==> src/rtl/inst_prefetch_queue.sv <==
// inst_prefetch_queue: PC+4 fetch sequencer that hides the 1-cycle ROM latency
// behind a show-ahead {pc,inst} FIFO with valid/ready output and redirect flush.
module inst_prefetch_queue #(
  parameter int DEPTH = 4,
  parameter int ADDR_W = 32,
  parameter int DATA_W = 32,
  parameter logic [ADDR_W-1:0] RESET_PC = '0
) (
  input  logic                       clk,
  input  logic                       rst_n,
  output logic                       rom_ce_o,
  output logic [ADDR_W-1:0]          rom_addr_o,
  input  logic [DATA_W-1:0]          rom_data_i,
  input  logic                       redirect_i,
  input  logic [ADDR_W-1:0]          redirect_pc_i,
  input  logic                       if_ready_i,
  output logic                       if_valid_o,
  output logic [ADDR_W-1:0]          if_pc_o,
  output logic [DATA_W-1:0]          if_inst_o,
  output logic [$clog2(DEPTH):0]     count_o
);
  localparam int PW = $clog2(DEPTH);
  localparam int CW = PW + 1;
  typedef enum logic {BOOT, RUN} state_t;
  state_t state_q, state_d;
  logic [ADDR_W-1:0] fetch_pc_q, fetch_pc_d, req_pc_q, req_pc_d;
  logic inflight_q, inflight_d;
  logic [CW-1:0] count_q, count_d;
  logic [PW-1:0] wr_ptr_q, wr_ptr_d, rd_ptr_q, rd_ptr_d;
  logic [ADDR_W-1:0] pc_mem_q [DEPTH];
  logic [DATA_W-1:0] inst_mem_q [DEPTH];
  logic issue, push, pop;
  // Credit counts the outstanding ROM read so a response always finds a free slot.
  always_comb begin
    issue = state_q == RUN && !redirect_i && (count_q + CW'(inflight_q) < CW'(DEPTH));
    push = inflight_q && !redirect_i;
    if_valid_o = count_q != '0 && !redirect_i;
    pop = if_valid_o && if_ready_i;
    rom_ce_o = issue;
    rom_addr_o = fetch_pc_q;
    if_pc_o = if_valid_o ? pc_mem_q[rd_ptr_q] : '0;
    if_inst_o = if_valid_o ? inst_mem_q[rd_ptr_q] : '0;
    count_o = count_q;
    state_d = RUN;
    fetch_pc_d = redirect_i ? redirect_pc_i : issue ? fetch_pc_q + ADDR_W'(4) : fetch_pc_q;
    inflight_d = issue;
    req_pc_d = issue ? fetch_pc_q : req_pc_q;
    wr_ptr_d = redirect_i ? '0 : wr_ptr_q + PW'(push);
    rd_ptr_d = redirect_i ? '0 : rd_ptr_q + PW'(pop);
    count_d = redirect_i ? '0 : count_q + CW'(push) - CW'(pop);
  end
  always_ff @(posedge clk or negedge rst_n) begin
    if (!rst_n) begin
      state_q <= BOOT;
      fetch_pc_q <= RESET_PC;
      req_pc_q <= '0;
      inflight_q <= 1'b0;
      count_q <= '0;
      wr_ptr_q <= '0;
      rd_ptr_q <= '0;
    end else begin
      state_q <= state_d;
      fetch_pc_q <= fetch_pc_d;
      req_pc_q <= req_pc_d;
      inflight_q <= inflight_d;
      count_q <= count_d;
      wr_ptr_q <= wr_ptr_d;
      rd_ptr_q <= rd_ptr_d;
    end
  end
  always_ff @(posedge clk) begin
    if (push) begin
      pc_mem_q[wr_ptr_q] <= req_pc_q;
      inst_mem_q[wr_ptr_q] <= rom_data_i;
    end
  end
  assert property (@(posedge clk) disable iff (!rst_n) !(push && count_q == CW'(DEPTH)));
endmodule

==> config.mk <==
export PLATFORM = sky130hd
export DESIGN_NAME = inst_prefetch_queue
export DESIGN_NICKNAME = d
export VERILOG_FILES = /design/src/rtl/inst_prefetch_queue.sv
export SDC_FILE = /design/constraint.sdc
export NUM_CORES = 1
export LEC_CHECK = 0
export ABC_AREA = 0
export CAP_MARGIN = 5
export CORE_MARGIN = 2
export CORE_UTILIZATION = 40
export CTS_CLUSTER_DIAMETER = 150
export DETAILED_ROUTE_END_ITERATION = 6
export RECOVER_POWER = 100
export SKIP_CTS_REPAIR_TIMING = 1
export SYNTH_ARGS = -nofsm -noshare
export SYNTH_HDL_FRONTEND = slang
export SYNTH_SLANG_ARGS = --single-unit
==> constraint.sdc <==
create_clock -name clk -period 11.1 [get_ports clk]
set_input_delay 2.775 -clock clk [delete_from_list [all_inputs] [get_ports clk]]
set_output_delay 2.775 -clock clk [all_outputs]
set_load 0.02 [all_outputs]
==> run summary <==
CTS tree -> built
Static leakage -> 5.499 nW
Syn avg cell area -> 17.19 um2
R2r startpoint -> inflight_q$_DFF_PN0_
Yosys top cell area share -> 0.5711
Gate Count Post-Synth -> 783
Avg WL per Cell -> 20.20 um
Via count of the first global-routing pass -> 7817
Slowest cell on crit path -> clkbuf_1
Antenna violations before repair -> 0
Failing checks -> capacitance limit, slew limit
Total of max-cap violations -> 9
Ports -> 169
Root buffer cell -> clkbuf_16
Share of cells above drive strength 1 -> 0.1291
Final min period -> 8966 ps
Synthesized net count -> 856
Critical path's most frequent cell -> clkbuf_1
WP data arrival -> 6190 ps
Total negative slack -> 0 ps
Critical path startpoint -> redirect_i
FF+latch count, synth -> 329
Multiplexer share of the synthesized area -> 0.1353
CTS Buf Count -> 35
Final WL -> 28.77 mm
Worst hold path startpoint -> req_pc_q[10]$_DFFE_PN0P_
First-pass GRT wire length -> 45.32 mm
Grt total ovfl -> 0
Largest family of logic cells by synthesized area -> multiplexers
Yosys cell types -> 51
Met3 Track Usage GR -> 0.03077
Largest net degree at the start of global routing -> 74
Crit path cell chain -> clkbuf_1 -> inv_1 -> nand2_2 -> clkbuf_1 -> inv_2 -> clkdlybuf4s50_1
Starting Density -> 0.4034
Most numerous cell in the Yosys netlist -> edfxtp_1
Ys async rst share -> 0.2219
Detailed-route DRC error count -> 0
Die H -> 187.4 um
PortBufs -> 168
Worst setup EP type -> output pin
Mapped Area -> 13460 um2
Hold Vio Cnt, Final -> 0
GRT Max-Usage Layer -> met2
# fillers -> 2843
Die X -> 187.4 um
GR Util met1 -> 0.2438
Sequential-to-total area share from yosys stat -> 0.7068
Antenna diode count -> 0
1st-iter DRT viols -> 585
Unrepaired setup endpoints after global routing -> no
Yosys top cell by area -> edfxtp_1
Total power -> 0.003221 W
Ys flop type -> edfxtp_1
Least-Margin Pin Slew -> 4027 ps
Clk pin slew, worst setup/hold paths -> 60 ps
Crit Path Category -> primary input to output pin
Status -> complete, but fails checks
HPWL Detailed -> 17.07 mm
Fin worst setup slack -> 2134 ps
Clk sink count -> 329
Largest vdd supply drop -> 0.08799 mV
Skew-Pair Late Insertion Delay -> 510 ps
Critical Path RT -> 8330 ps
Nets@finish -> 1023
Routed Antenna Nets -> 0
Drt pass-1 iters -> 5
Area contributors post-synth -> edfxtp_1 (57%), dfrtp_1 (14%), mux4_2 (11%)
Worst rel slew slack -> -1.684
Core area -> 33360 um2
Max FO, Critical Path -> 31
Compound-Gate Fraction of Synth Area -> 0.03793
Max-slew violations -> 488
Simple-gate share of the synthesized area -> 0.08905
Routability cong. -> 0.7812
Hold Crit Class -> flop to flop
Final Skew -> 20.54 ps
Area growth, synth to finish -> 23.56%
Std-Cell Rows -> 67
Fmax -> 111.5 MHz
XOR/XNOR share of the synthesized area -> 0.006507
Adder-cell share of the synthesized area -> 0.005205
Final setup violation count -> 0
Yosys warns -> 0
Area of the die -> 35130 um2
Worst Setup Slack post-DPL -> 3680 ps
Leading cell types by count after synthesis -> edfxtp_1 (256), dfrtp_1 (73), and2_1 (65)
Power per cell area -> 193.6 nW/um2
Clk buf depth -> 3
Worst setup SP type -> primary input
Max stage delay on crit path -> 1350 ps
Met2 usage -> 0.2558
Tcrit/Tclk final -> 0.8078
EDFF count, synth -> 256
Vias post-DR -> 7547
Vias per inst -> 5.300
H-tree depth -> 2
Total track usage -> 0.1653
[state kept, by name (all words and copies together), names as in the netlist]
register and cells:
inflight_q 1, rd_ptr_q 2, inst_mem_q 128, wr_ptr_q 2, state_q 1, req_pc_q 32, rom_addr_o 32, pc_mem_q 128
count_o 3
[path summary, 6_finish.rpt]
kind	slack, ps	cells after the start	to
worst max register to register	6050	5	pc_mem_q[2][28]$_DFFE_PP_
min in group asynchronous	3660	1	rom_addr_o[30]$_DFFE_PN0N_
max in group asynchronous	4580	1	rd_ptr_q[0]$_DFF_PN0_
worst min-delay path	510	0	pc_mem_q[2][10]$_DFFE_PP_
worst max-delay path	2130	6	rom_ce_o
worst min register to register	510	0	pc_mem_q[2][10]$_DFFE_PP_
[critical path: cells and delay by family]
kind,cells,cell delay [ps]
buf+inv,5,3260
simple gates,1,130
[where the power goes]
part           total [W]  switching [W]  internal, W
clock network    0.00112       0.000458     0.000661
logic           0.000508       0.000257     0.000252
registers        0.00159       0.000118      0.00148
[layout by cell type (no fill, tap or decap), drive strengths merged, types with 2 or more instances in the layout]
| master | count |
|---|---|
| a21oi | 5 |
| a221oi | 5 |
| a22o | 6 |
| a22oi | 2 |
| a311o | 3 |
| a31oi | 7 |
| and2 | 65 |
| and3 | 7 |
| and4 | 5 |
| clkbuf | 57 |
| clkdlybuf4s50 | 80 |
| clkinv | 12 |
| dfrtp | 73 |
| dlygate4sd3 | 86 |
| edfxtp | 256 |
| ha | 4 |
| inv | 11 |
| mux2 | 32 |
| mux2i | 2 |
| mux4 | 64 |
| nand2 | 24 |
| nand3 | 23 |
| nand4 | 26 |
| nor2 | 21 |
| nor2b | 17 |
| nor3 | 13 |
| nor3b | 2 |
| nor4 | 4 |
| o2111ai | 3 |
| o211ai | 2 |
| o21a | 5 |
| o21ai | 23 |
| o31ai | 7 |
| or4 | 5 |
| xnor2 | 4 |
| xor2 | 6 |
[metrics by stage]
| stage | instance area [um2] | hold WS, ps | util | std cells |
|---|---|---|---|---|
| 2_1_floorplan | 13460 | 469.3 | - | 783 |
| 3_3_place_gp | 15570 | 492.1 | 0.4667 | 1361 |
| 3_5_place_dp | 15570 | 504.3 | 0.4667 | 1361 |
| 4_1_cts | 16680 | 510.1 | 0.5000 | 1424 |
| 5_1_grt | 16630 | 533.0 | 0.4985 | 1424 |
| 6_report | 16630 | 507.5 | 0.4985 | 1424 |
[per-layer routing]
metal,part of all wire,vias up
met1,0.46,3846
met3,0.054,33
met5,0,-
met2,0.47,252
met4,0.015,0
li1,-,3416
[cell families (layout without fill, tap and decap cells)]
group	Yosys count	in the layout
other	1	1
and+or+nand+nor	213	213
AOI/OAI and AO/OA	71	71
adders and majority gates	5	5
muxes	98	98
buffers and inverters	56	249
DFF	329	329
xor gates and xnor gates	10	10
[final cells by class]
type / count / area [um2] / share of cell area
timing repair buffer: 175 / 1699 / 0.1022
tap: 448 / 560.5 / 0.03370
sequential: 329 / 9522 / 0.5725
clock inverter: 14 / 97.59 / 0.005868
inverter: 11 / 41.29 / 0.002483
clock buffer: 49 / 1012 / 0.06086
multi-input combinational: 398 / 3700 / 0.2224
Note: power is estimated with default switching activity, not from simulation.
